[src/rtl/addr_gen_multi.sv]
// addr_gen_multi
//   Multi-channel state-space address generator. It keeps NUM_CNT independent
//   base-address counters, and each counter has its own start, stride and
//   circular length. A request adds an unsigned offset to one selected counter
//   and returns a registered RAM address one cycle later.
//
// Parameters
//   ADDR_WIDTH   RAM address width
//   NUM_CNT      number of counters (>= 1)
//   OFFSET_WIDTH request offset width
//   START_VEC    packed per-counter start address, counter i at [i*ADDR_WIDTH +: ADDR_WIDTH]
//   INC_VEC      packed per-counter stride
//   LEN_VEC      packed per-counter circular length, 0 = free-run modulo 2^ADDR_WIDTH
//   SEL_WIDTH    derived counter-select width (not overridable)
//
// Ports
//   clk          system clock
//   rst          synchronous reset, active high
//   cnt_inc      bit i: advance counter i by its stride
//   cnt_clr      bit i: reload counter i with its start (wins over cnt_inc)
//   req_valid    address request strobe
//   req_sel      counter selected for the request
//   req_offset   unsigned offset added to the selected counter
//   addr_valid   addr_out valid, one cycle after req_valid
//   addr_out     generated address (holds while no request)
//   wrap_pulse   bit i: counter i wrapped on the last edge
module addr_gen_multi #(
    parameter int unsigned                         ADDR_WIDTH   = 9,
    parameter int unsigned                         NUM_CNT      = 4,
    parameter int unsigned                         OFFSET_WIDTH = 4,
    parameter logic [NUM_CNT*ADDR_WIDTH-1:0]       START_VEC    = '0,
    parameter logic [NUM_CNT*ADDR_WIDTH-1:0]       INC_VEC      = {NUM_CNT{ADDR_WIDTH'(1)}},
    parameter logic [NUM_CNT*ADDR_WIDTH-1:0]       LEN_VEC      = '0,
    localparam int unsigned                        SEL_WIDTH    = (NUM_CNT > 1) ? $clog2(NUM_CNT) : 1
) (
    input  logic                    clk,
    input  logic                    rst,
    input  logic [NUM_CNT-1:0]      cnt_inc,
    input  logic [NUM_CNT-1:0]      cnt_clr,
    input  logic                    req_valid,
    input  logic [SEL_WIDTH-1:0]    req_sel,
    input  logic [OFFSET_WIDTH-1:0] req_offset,
    output logic                    addr_valid,
    output logic [ADDR_WIDTH-1:0]   addr_out,
    output logic [NUM_CNT-1:0]      wrap_pulse
);

    // Elaboration-time parameter sanity: a single subtraction only brings the
    // counter back into its buffer when the stride does not exceed the length.
    if (NUM_CNT < 1) begin : g_bad_num
        $error("addr_gen_multi: NUM_CNT must be at least 1");
    end
    for (genvar g = 0; g < NUM_CNT; g++) begin : g_chk
        localparam logic [ADDR_WIDTH-1:0] LEN_G = LEN_VEC[g*ADDR_WIDTH +: ADDR_WIDTH];
        localparam logic [ADDR_WIDTH-1:0] INC_G = INC_VEC[g*ADDR_WIDTH +: ADDR_WIDTH];
        if ((LEN_G != '0) && (INC_G > LEN_G)) begin : g_bad_stride
            $error("addr_gen_multi: counter %0d stride exceeds its circular length", g);
        end
    end

    logic [ADDR_WIDTH-1:0] cnt_q [NUM_CNT];
    logic [ADDR_WIDTH-1:0] cnt_d [NUM_CNT];
    logic [NUM_CNT-1:0]    wrap_q, wrap_d;
    logic                  addr_valid_q, addr_valid_d;
    logic [ADDR_WIDTH-1:0] addr_q, addr_d;

    // Counter next-state logic
    always_comb begin
        logic [ADDR_WIDTH-1:0] start_v;
        logic [ADDR_WIDTH-1:0] inc_v;
        logic [ADDR_WIDTH-1:0] len_v;
        logic [ADDR_WIDTH:0]   rel;
        start_v = '0;
        inc_v   = '0;
        len_v   = '0;
        rel     = '0;
        wrap_d  = '0;
        for (int unsigned i = 0; i < NUM_CNT; i++) begin
            start_v  = START_VEC[i*ADDR_WIDTH +: ADDR_WIDTH];
            inc_v    = INC_VEC[i*ADDR_WIDTH +: ADDR_WIDTH];
            len_v    = LEN_VEC[i*ADDR_WIDTH +: ADDR_WIDTH];
            cnt_d[i] = cnt_q[i];
            // Position inside the buffer after the step. One extra bit is kept
            // because (LEN-1)+INC can exceed 2^ADDR_WIDTH-1.
            rel = {1'b0, ADDR_WIDTH'(cnt_q[i] - start_v)} + {1'b0, inc_v};
            if (cnt_clr[i]) begin
                cnt_d[i] = start_v;
            end else if (cnt_inc[i]) begin
                if ((len_v != '0) && (rel >= {1'b0, len_v})) begin
                    cnt_d[i]  = cnt_q[i] + inc_v - len_v;
                    wrap_d[i] = 1'b1;
                end else begin
                    cnt_d[i] = cnt_q[i] + inc_v;
                end
            end
        end
    end

    // Request path: uses counter values before this edge's inc/clr
    always_comb begin
        addr_valid_d = req_valid;
        addr_d       = addr_q;
        if (req_valid) begin
            // Selects past the last counter return address 0
            addr_d = '0;
            for (int unsigned i = 0; i < NUM_CNT; i++) begin
                if (req_sel == SEL_WIDTH'(i)) begin
                    addr_d = cnt_q[i] + ADDR_WIDTH'(req_offset);
                end
            end
        end
    end

    always_ff @(posedge clk) begin
        if (rst) begin
            for (int unsigned i = 0; i < NUM_CNT; i++) begin
                cnt_q[i] <= START_VEC[i*ADDR_WIDTH +: ADDR_WIDTH];
            end
            wrap_q       <= '0;
            addr_valid_q <= 1'b0;
            addr_q       <= '0;
        end else begin
            for (int unsigned i = 0; i < NUM_CNT; i++) begin
                cnt_q[i] <= cnt_d[i];
            end
            wrap_q       <= wrap_d;
            addr_valid_q <= addr_valid_d;
            addr_q       <= addr_d;
        end
    end

    assign addr_valid = addr_valid_q;
    assign addr_out   = addr_q;
    assign wrap_pulse = wrap_q;

endmodule
[config.mk]
export PLATFORM = sky130hd
export DESIGN_NAME = addr_gen_multi
export DESIGN_NICKNAME = d
export VERILOG_FILES = /design/src/rtl/addr_gen_multi.sv
export SDC_FILE = /design/constraint.sdc
export NUM_CORES = 1
export LEC_CHECK = 0
export ABC_AREA = 1
export BUFFER_PORTS_ARGS = -buffer_cell sky130_fd_sc_hd__buf_2
export CAP_MARGIN = 20
export CORE_MARGIN = 2
export CORE_UTILIZATION = 50
export DETAILED_ROUTE_END_ITERATION = 7
export PLACE_DENSITY = 0.73
export SLEW_MARGIN = 0
export SYNTH_ARGS = -nofsm -noshare
export SYNTH_HDL_FRONTEND = slang
export SYNTH_SLANG_ARGS = --single-unit
[constraint.sdc]
create_clock -name clk -period 1.8 [get_ports clk]
set_input_delay 0.27 -clock clk [delete_from_list [all_inputs] [get_ports clk]]
set_output_delay 0.27 -clock clk [all_outputs]
set_load 0.02 [all_outputs]
### Word level (Yosys, flattened, before mapping)

Memories as Yosys holds them, arrays and structs flattened.
Index checks and enable logic that the tools add are counted.

| word-level totals | value |
|---|---|
| register bits after elaboration | 10 |
| bits in writable memories | 36 |
| bits of input ports | 17 |
| output and inout bits | 14 |
| logic and storage cells | 38 |
| memories | 1 |

Memory list:

| memory | words | bits a word | rd ports | clocked after Yosys merged registers in | write ports | line | text |
|---|---|---|---|---|---|---|---|
| cnt_q | 4 | 9 | 4 | 0 | 4 | 61 | `logic [ADDR_WIDTH-1:0] cnt_q [NUM_CNT];` |

| cells by class | value |
|---|---|
| add/subtract/negate cells | 8 |
| equality and inequality tests | 3 |
| muxes and demuxes | 19 |
| bitwise logic cells | 4 |
| reductions and logical operators | 1 |

Operators with widths:

| cell | number |
|---|---|
| $mux 9 | 16 |
| $add 9x1->9 const B | 4 |
| $add 9x4->9 | 4 |
| $eq 2x2->1 const B | 2 |
| $or 1x1->1 | 4 |
| $mux 1 | 3 |
| $eq 2x1->1 const B | 1 |
| $logic_not 2->1 | 1 |

### Longest topological paths before layout

Gate-level depths: netlist of run 1.
An unclocked memory read counts as a cell.

| depth | value |
|---|---|
| depth after elaboration | 6 |
| depth in mapped cells | 11 |
| mapped depth without buffers | 11 |

### Worst setup path after synthesis of run 1

OpenSTA, ideal clock, no wires.

| timing path | value |
|---|---|
| path type | reg2reg |
| from | memory cnt_q[3][0] |
| to | register addr_q[6] (netlist: addr_out[6]) |
| setup time | 117 ps |
| arrival | 1543 ps |
| data required time | 1683 ps |
| slack | 140 ps |
| cell stages (with the launch flop) | 11 |
| path buffers | 0 |
| period minus slack after synthesis | 1660 ps |
| cell sequence | dfxtp_1 > ha_1 > fa_1 > nand3_1 > nand2_1 > nand2_1 > nor2_1 > o21ai_0 > nand2_1 > nor2_1 > nor2_1 |

RTL lines:

| element | line | text |
|---|---|---|
| start: declaration | 61 |  |
| end signal: assignment | 128 | `addr_q <= addr_d;` |
| end: declaration | 65 | `logic [ADDR_WIDTH-1:0] addr_q, addr_d;` |

==> impl_results.md, run 1 <==
* # setup viols final at 0
* Hold WC Path Type: in -> reg
* Sink Count at 46
* Share of cells above drive strength 1 at 18.2%
* Sequential Power Share at 45.9%
* Worst Path Arrival at 1.95 ns
* Non-filler cells, final at 591
* DR iter-0 viols at 161
* Mapped Cells at 471
* Hold_ws at 0.203 ns
* Clock Latency Late Sink at 0.31 ns
* Startpoint Class: register
* Routability cong. at 0.871
* Setup crit end kind: register
* Synthesized flop and latch total at 46
* CTS tree: done
* Critical setup path kind: reg -> reg
* Clk pwr share at 40.9%
* Leak at 1.66 nW
* Clock buffer depth at 2
* Util after Layout at 61.8%
* Rows at 28
* Most numerous cell in the Yosys netlist: nand2_1
* Worst-Margin Slew at 0.539 ns
* Status: complete, no violations
* 1st-pass router iterations at 4
* Ant diodes at 0
* Crit path max fanout at 6
* Initial antenna violation count at 0
* Vias in the first global route at 2668
* Max Cap Viol at 0
* WL/cell at 12.9 µm
* Via count at 3143
* Synthesized area at 3080 µm²
* Asr flop ratio synth at 0%
* Final Max Slew Viols at 0
* Crit path time final at 1.73 ns
* Combinational share of power at 13.2%
* Die X at 82.5 µm
* Post-synth top cells: 118 x nand2_1, 56 x nor2_1, 49 x inv_1
* Reg clk slew, reported paths at 0.10 ns
* Post-synth top area cell: dfxtp_1
* Core Box Area at 5920 µm²
* Nets at 556
* Placed cell area at 3370 µm²
* Area Growth Syn to Fin at 18.8%
* Clk_skew at 0.0114 ns
* Area share of the largest cell type after synthesis at 29.9%
* Average size of a mapped cell at 6.54 µm²
* Wirelength, routed at 7.61 mm
* Internal at 1.71 mW
* RSZ-0062 raised after global routing: yes
* Yosys warns at 0
* Die Y-Extent at 82.5 µm
* Max VDD drop at 0.424 mV
* Post-synth EDFFs at 0
* Switching share of power at 25.6%
* Vias per cell at 5.32
* CTS Buf Count at 5
* Die ar. at 6800 µm²
* # IOs at 31
* Final period util at 96.2%
* Final instance area at 3660 µm²
* Port bufs at 26
* Distinct cells, synth at 33
* P_sw at 0.589 mW
* Post-route ant nets at 0
* Primary FF master, synth: dfxtp_1
* Clk root buf: clkbuf_8
* Largest net degree at the start of global routing at 19
* Sequential share of the synthesized area at 29.9%
* R2R setup slack at 0.07 ns
* Fmax at 0.577 GHz
* GRT Residual Overflow at 0
* Relative slew slack at 63.9%
* DP HPWL at 5.87 mm
* Pwr per Cell Area at 629 nW/µm²
* Fin. Hold Viols at 0
* H-Tree Depth at 2
* First-pass GRT wire length at 12.0 mm
* Placed cell count at 580
* Post-layout power at 2.30 mW
* DRC viols at 0
* Global-route usage over all layers at 23.3%
* Synth top area cells: dfxtp_1 30%, nand2_1 14%, ha_1 8.1%
* Worst path required time at 2.01 ns
* Initial Util at 52.0%
flip-flops by register name, indices dropped and copies added, names as in the netlist:
name,cells
cnt_q,36
addr_valid,1
addr_out,9
final cells by class:
class / count / area (µm²)
Timing Repair Buffer: 43 / 258
Fill cell: 563 / 2260
Inverter: 53 / 199
Sequential cell: 46 / 927
Multi-Input combinational cell: 366 / 2040
Clock buffer: 5 / 68.8
Clock inverter: 3 / 68.8
Tap cell: 75 / 93.8
path summary, 6_finish.rpt:
kind | from | to | cells past startpoint
setup reg to reg | cnt_q[1][0] | addr_out[6] | 9
hold / removal | cnt_inc[2] | cnt_q[2][0] | 2
setup / recovery | cnt_q[1][0] | addr_out[6] | 9
hold reg to reg | cnt_q[2][0] | cnt_q[2][0] | 1
repair_timing:
action / CTS / global route
pin swaps: 1 / 10
gates resized for setup: 1 / 33
buffers inserted: 0 / 3
setup endpoints to repair: 3 / 6
hold buffers: 0 / 0
worst max-delay path, stage by stage (launching register included):
cell and delay, ns:
dfxtp_2 0.37, ha_4 0.14, inv_1 0.05, fa_2 0.42, o21ai_4 0.24, nand3_2 0.11, nand3_2 0.10, nand3_2 0.07
nor2_2 0.10, nor2_1 0.04
cells by family (layout without fill, tap and decap cells):
family          count (synthesis)  count (layout)  share of synthesized area [%]
compound gates                 82              82                           14.2
other cells                     1               4                          0.122
buf+inv                        62             104                           8.17
flops                          46              46                           29.9
simple gates                  251             251                           35.5
xor+xnor                        5               5                           1.42
fa+ha+maj                      24              24                           10.7
cells in the final DEF (no fill, tap or decap), types with 2 or more instances in the layout:
cell	synthesis	layout
nand2_1	118	112
nor2_1	56	55
inv_1	49	49
dfxtp_1	46	43
nand3_1	48	41
a21oi_1	39	38
buf_2	3	26
o21ai_0	24	22
buf_4	4	17
ha_1	20	16
o21ai_1	9	11
nor3_1	9	9
nand2_2	1	7
nand3_2	0	7
nor2_2	4	5
clkbuf_8	0	5
nor3_2	4	4
inv_2	4	4
nand4_1	4	4
conb_1	1	4
nand3b_1	3	3
xor2_1	3	3
fa_2	0	3
ha_4	0	3
a31oi_1	2	2
o21a_1	2	2
nor2_4	2	2
xnor2_1	2	2
bufinv_16	0	2
dfxtp_2	0	2
through the flow:
| stage | TNS, ns | worst slack, ns |
|---|---|---|
| 6_report | 0 | 0.0684 |
| 5_1_grt | -0.0592 | -0.0293 |
| 4_1_cts | 0 | 0.0105 |
| 3_5_place_dp | -0.231 | -0.0905 |
| 3_3_place_gp | -0.0890 | -0.0347 |
| 2_1_floorplan | 0 | 0.140 |
per-layer routing:
metal	wire length (µm)	track usage, %
met3	404	4.02
met1	3560	31.4
met2	3490	37.5
met4	150	7.67
met5	0	0
power groups by stage:
stage,Clock [mW],Sequential (mW),Combinational [mW]
floorplan,0,1.09,0.162
global placement,0,1.08,0.275
detailed placement,0,1.08,0.280
CTS,0.954,1.05,0.282
global route,1.00,1.06,0.341
finish,0.940,1.06,0.304
No activity file was read; power rests on OpenSTA's default activity.
==> run 2, diff against run 1 <==
Settings changed: CORE_ASPECT_RATIO set to 1.2.
==> impl_results.md, run 2 (synthesized netlist as in run 1, its figures left out) <==
* Max stage delay on crit path at 0.34 ns
* Post-route ant nets at 0
* 1st-pass router iterations at 5
* Worst Path Arrival at 1.92 ns
* Cell at the slowest stage of the critical path: fa_2
* DRC viols at 0
* Routability cong. at 0.932
* Clock buffer depth at 2
* Most frequent cells in the layout: 116 x nand2_1, 56 x nor2_1, 49 x inv_1
* DP HPWL at 6.09 mm
* Final Max Slew Viols at 0
* Relative slew slack at 64.8%
* Clk root buf: clkbuf_8
* Area Growth Syn to Fin at 12.8%
* CP Launch Point: cnt_q[0][0]
* GRT Residual Overflow at 0
* Hold WC Path Type: in -> reg
* Multi-input logic area at 1940 µm²
* First-pass GRT wire length at 12.8 mm
* Worst-Margin Slew at 0.526 ns
* CTS Buf Count at 5
* Core Box Area at 6010 µm²
* Ant diodes at 0
* Rows at 31
* Final period util at 95.8%
* Vias in the first global route at 2959
* Leak at 1.59 nW
* FF-to-FF Start: cnt_q[0][0]
* Cell family contributing the most delay on the critical path: simple AND/OR/NAND/NOR gates
* Initial antenna violation count at 0
* Max VDD drop at 0.364 mV
* CTS tree: done
* Non-filler cells, final at 593
* Seq. cell area at 922 µm²
* WL/cell at 12.9 µm
* Worst path bufs/invs at 0
* Crit path max fanout at 4
* Cell mode on critical path: nor2_1
* Hold_buf cts at 0
* Initial Util at 51.2%
* Die ar. at 6800 µm²
* Reg clk slew, reported paths at 0.09 ns
* Fin. Hold Viols at 0
* Critical setup path kind: reg -> reg
* Total negative slack at 0 ns
* # setup viols final at 0
* Global-route usage over all layers at 23.9%
* Fillcell total at 598
* Crit path time final at 1.73 ns
* Largest net degree at the start of global routing at 19
* Placed cell count at 586
* Die Y-Extent at 90.0 µm
* H-Tree Depth at 2
* # Post-CTS Setup Buffers at 0
* Port bufs at 26
* Worst path required time at 2.00 ns
* Post-layout power at 1.95 mW
* Die X at 75.6 µm
* Max reg flops at 36
* Cells along the critical path: ha_1 -> fa_2 -> nand3_1 -> nand2_1 -> nand2_1 -> nor2_1 -> o21ai_2 -> nand3_1 -> nor2_1 -> nor2_1
* Startpoint Class: register
* Clock Latency Late Sink at 0.30 ns
* # IOs at 31
* Sink Count at 46
* Share of cells above drive strength 1 at 13.5%
* DR iter-0 viols at 182
* Max Cap Viol at 0
* Commonest non-fill, non-tap cell in the layout: nand2_1
* Status: complete, no violations
* Wirelength, routed at 7.67 mm
* Vias per cell at 5.23
* Fmax at 0.580 GHz
* Nets at 552
* Via count at 3101
* Worst Hold Launch: cnt_inc[3]
* Setup crit end kind: register
* Clk_skew at 0.00643 ns
* Pwr per Cell Area at 563 nW/µm²
* Largest Register: cnt_q
-- run 2: changes by cell type in the layout (fill, tap and decap cells not counted), moves of 3 or more --
cell,previous run,this run
nand3_1,41,48
ha_1,16,20
buf_4,17,13
nand2_1,112,116
ha_4,3,0
nand2_2,7,3
o21ai_1,11,8
nand3_2,7,0
-- run 2: stage by stage --
step / worst slack (ns) / cell area [µm²] / utilization [%] / hold WS, ns
3_5_place_dp: -0.113 / 3370 / 56.0 / 0.484
3_3_place_gp: -0.0398 / 3370 / 56.0 / 0.469
2_1_floorplan: 0.140 / 3090 / - / 0.359
5_1_grt: -0.0114 / 3470 / 57.8 / 0.229
6_report: 0.0749 / 3470 / 57.8 / 0.221
4_1_cts: 0.00620 / 3450 / 57.4 / 0.220
-- run 2: worst paths after layout --
path	to	slack, ns	cells after the start
worst max-delay path	addr_out[6]	0.07	10
worst min-delay path	cnt_q[3][0]	0.22	2
worst max register to register	addr_out[6]	0.07	10
worst min register to register	cnt_q[3][8]	0.50	2
-- run 2: area by class of cell --
class,count,area share (%)
multi-input cells,366,55.9
flip-flops and latches,46,26.6
repair buffers,39,6.56
inverters,53,5.73
well taps,82,2.95
clock buffers,5,1.98
clock inverters,2,0.288
-- run 2: worst register-to-register path: stages (launching register included) --
cell and delay [ns]:
dfxtp_1 0.33, ha_1 0.21, fa_2 0.34, nand3_1 0.09
nand2_1 0.10, nand2_1 0.11, nor2_1 0.06, o21ai_2 0.15
nand3_1 0.08, nor2_1 0.11, nor2_1 0.05
-- run 2: metal layers --
metal  global-route usage, %  vias up  routed length [µm]
met3                    4.48       14                 338
met2                    40.9       61                3760
met4                    7.75        0                 198
li1                        -     1623                   -
met1                    29.1     1403                3370
met5                       0        -                   0
-- run 2: timing repair --
item                       4_1_cts  5_1_grt
setup endpoints to repair        1        3
pin swaps                        1        1
resized for setup                1        7
-- run 2: power by group --
| part | internal (mW) | switching (mW) | total [mW] |
|---|---|---|---|
| registers | 1.04 | 0.0147 | 1.05 |
| clock network | 0.261 | 0.349 | 0.610 |
| logic | 0.106 | 0.185 | 0.291 |
| total | 1.41 | 0.548 | 1.95 |
==> run 3, diff against run 2 <==
Settings changed: BUFFER_PORTS_ARGS -buffer_cell sky130_fd_sc_hd__buf_2 to -buffer_cell sky130_fd_sc_hd__buf_4, CORE_ASPECT_RATIO 1.2 to 1.4.
==> impl_results.md, run 3 (synthesized netlist as in run 1, its figures left out) <==
* CTS Buf Count at 5
* Max VDD drop at 0.398 mV
* Die ar. at 6810 µm²
* Crit path time final at 1.79 ns
* Largest net degree at the start of global routing at 19
* Startpoint Class: register
* Clock buffer depth at 2
* Sink Count at 46
* Worst-Margin Slew at 0.499 ns
* Die X at 70.3 µm
* Nets at 551
* Post-route ant nets at 0
* Fmax at 0.558 GHz
* CP Launch Point: cnt_q[0][0]
* Post-layout power at 2.00 mW
* Clock Latency Late Sink at 0.30 ns
* H-Tree Depth at 2
* R2R setup slack at 0.006 ns
* Commonest non-fill, non-tap cell in the layout: nand2_1
* Relative slew slack at 66.6%
* Area Growth Syn to Fin at 14.8%
* Pwr per Cell Area at 565 nW/µm²
* Vias in the first global route at 2853
* Fillcell total at 580
* Critical setup path kind: reg -> reg
* Final instance area at 3540 µm²
* Hold_buf cts at 0
* WL/cell at 12.8 µm
* Status: complete, no violations
* Max reg flops at 36
* Initial Util at 52.2%
* Vias per cell at 5.38
* Seq. cell area at 922 µm²
* Routability cong. at 0.891
* Share of cells above drive strength 1 at 14.3%
* Final Max Slew Viols at 0
* RSZ-0062 raised after global routing: yes
* Core Box Area at 5900 µm²
* Final period util at 99.6%
* Most frequent cells in the layout: 115 x nand2_1, 56 x nor2_1, 49 x inv_1
* Port bufs at 26
* Ant diodes at 0
* Wirelength, routed at 7.44 mm
* Reg2reg end: addr_out[6]
* Max Cap Viol at 0
* # setup viols final at 0
* CP endpoint: addr_out[6]
* DRC viols at 0
* # IOs at 31
* Placed cell area at 3410 µm²
* Hold WC Path Type: in -> reg
* FF-to-FF Start: cnt_q[0][0]
* DR iter-0 viols at 141
* GRT Residual Overflow at 0
* R2r worst-path depth at 10
* Leak at 1.60 nW
* Die Y-Extent at 96.9 µm
* DP HPWL at 6.00 mm
* Clk_skew at 0.00838 ns
* Multi-input logic area at 1960 µm²
* Rows at 33
* Reg clk slew, reported paths at 0.09 ns
* Setup crit end kind: register
* Worst path required time at 1.99 ns
* Crit path max fanout at 4
* Largest Register: cnt_q
* Clk root buf: clkbuf_8
* First-pass GRT wire length at 12.7 mm
* 1st-pass router iterations at 5
* Initial antenna violation count at 0
* CTS tree: done
* Fin. Hold Viols at 0
* Worst Path Arrival at 1.99 ns
* Global-route usage over all layers at 22.9%
* Via count at 3128
==> run 3: changes by cell type in the layout (fill, tap and decap cells not counted), sizes merged <==
cell,delta
buf,-1
clkbuf,+1
==> run 3: area by class of cell <==
class                   instances  area share, %
well taps                      70           2.48
repair buffers                 38           8.07
clock buffers                   6           2.05
flip-flops and latches         46           26.1
clock inverters                 2          0.389
inverters                      53           5.63
multi-input cells             366           55.3
==> run 3: worst min-delay path by stage <==
stage / start / end / slack [ns] / depth (start not counted)
4_1_cts: cnt_inc[2] / cnt_q[2][1] / 0.18 / 2
6_report: cnt_inc[0] / cnt_q[0][0] / 0.18 / 2
2_1_floorplan: cnt_inc[3] / cnt_q[3][0] / 0.36 / 1
3_3_place_gp: cnt_q[3][8] / cnt_q[3][8] / 0.48 / 2
3_5_place_dp: cnt_q[3][8] / cnt_q[3][8] / 0.48 / 2
5_1_grt: cnt_inc[2] / cnt_q[2][1] / 0.18 / 2
==> run 3: worst max-delay path, cell delays in order, from the launching register on <==
cell and delay [ns]:
dfxtp_2 0.34, ha_1 0.20, fa_2 0.36, nand3_1 0.13, nand2_2 0.09, nand2_1 0.09
nor2_1 0.06, o21ai_2 0.18, nand3_1 0.10, nor2_1 0.09, nor2_1 0.05
==> run 3: report_power, final <==
| group | leakage (nW) | switching [mW] | internal, mW |
|---|---|---|---|
| sequential | 0.374 | 0.0166 | 1.04 |
| combinational | 1.18 | 0.182 | 0.123 |
| clock | 0.0452 | 0.363 | 0.275 |
| total | 1.60 | 0.562 | 1.44 |
==> run 3: through the flow <==
| stage | setup TNS [ns] | setup WS (ns) | hold slack [ns] | cells | utilization (%) |
|---|---|---|---|---|---|
| 2_1_floorplan | 0 | 0.140 | 0.359 | 474 | - |
| 3_3_place_gp | -0.0542 | -0.0542 | 0.476 | 573 | 57.8 |
| 3_5_place_dp | -0.151 | -0.108 | 0.481 | 573 | 57.8 |
| 4_1_cts | 0 | 0.0240 | 0.175 | 581 | 59.3 |
| 5_1_grt | -0.0918 | -0.0918 | 0.181 | 581 | 59.9 |
| 6_report | 0 | 0.00638 | 0.178 | 581 | 59.9 |
==> run 3: per-layer routing <==
metal	vias to the layer above	global-route usage, %	part of all wire [%]
met1	1416	27.0	41
met4	0	11.2	4.3
met2	60	39.4	51
met5	-	0	0
li1	1630	-	-
met3	22	3.75	4.0
==> run 3: repair_timing <==
item                                    CTS  global route
hold endpoints to repair                  0             0
endpoints found under the setup margin    1             6
pin swaps                                 0             3
resized for setup                         1            13
setup buffers                             0             0
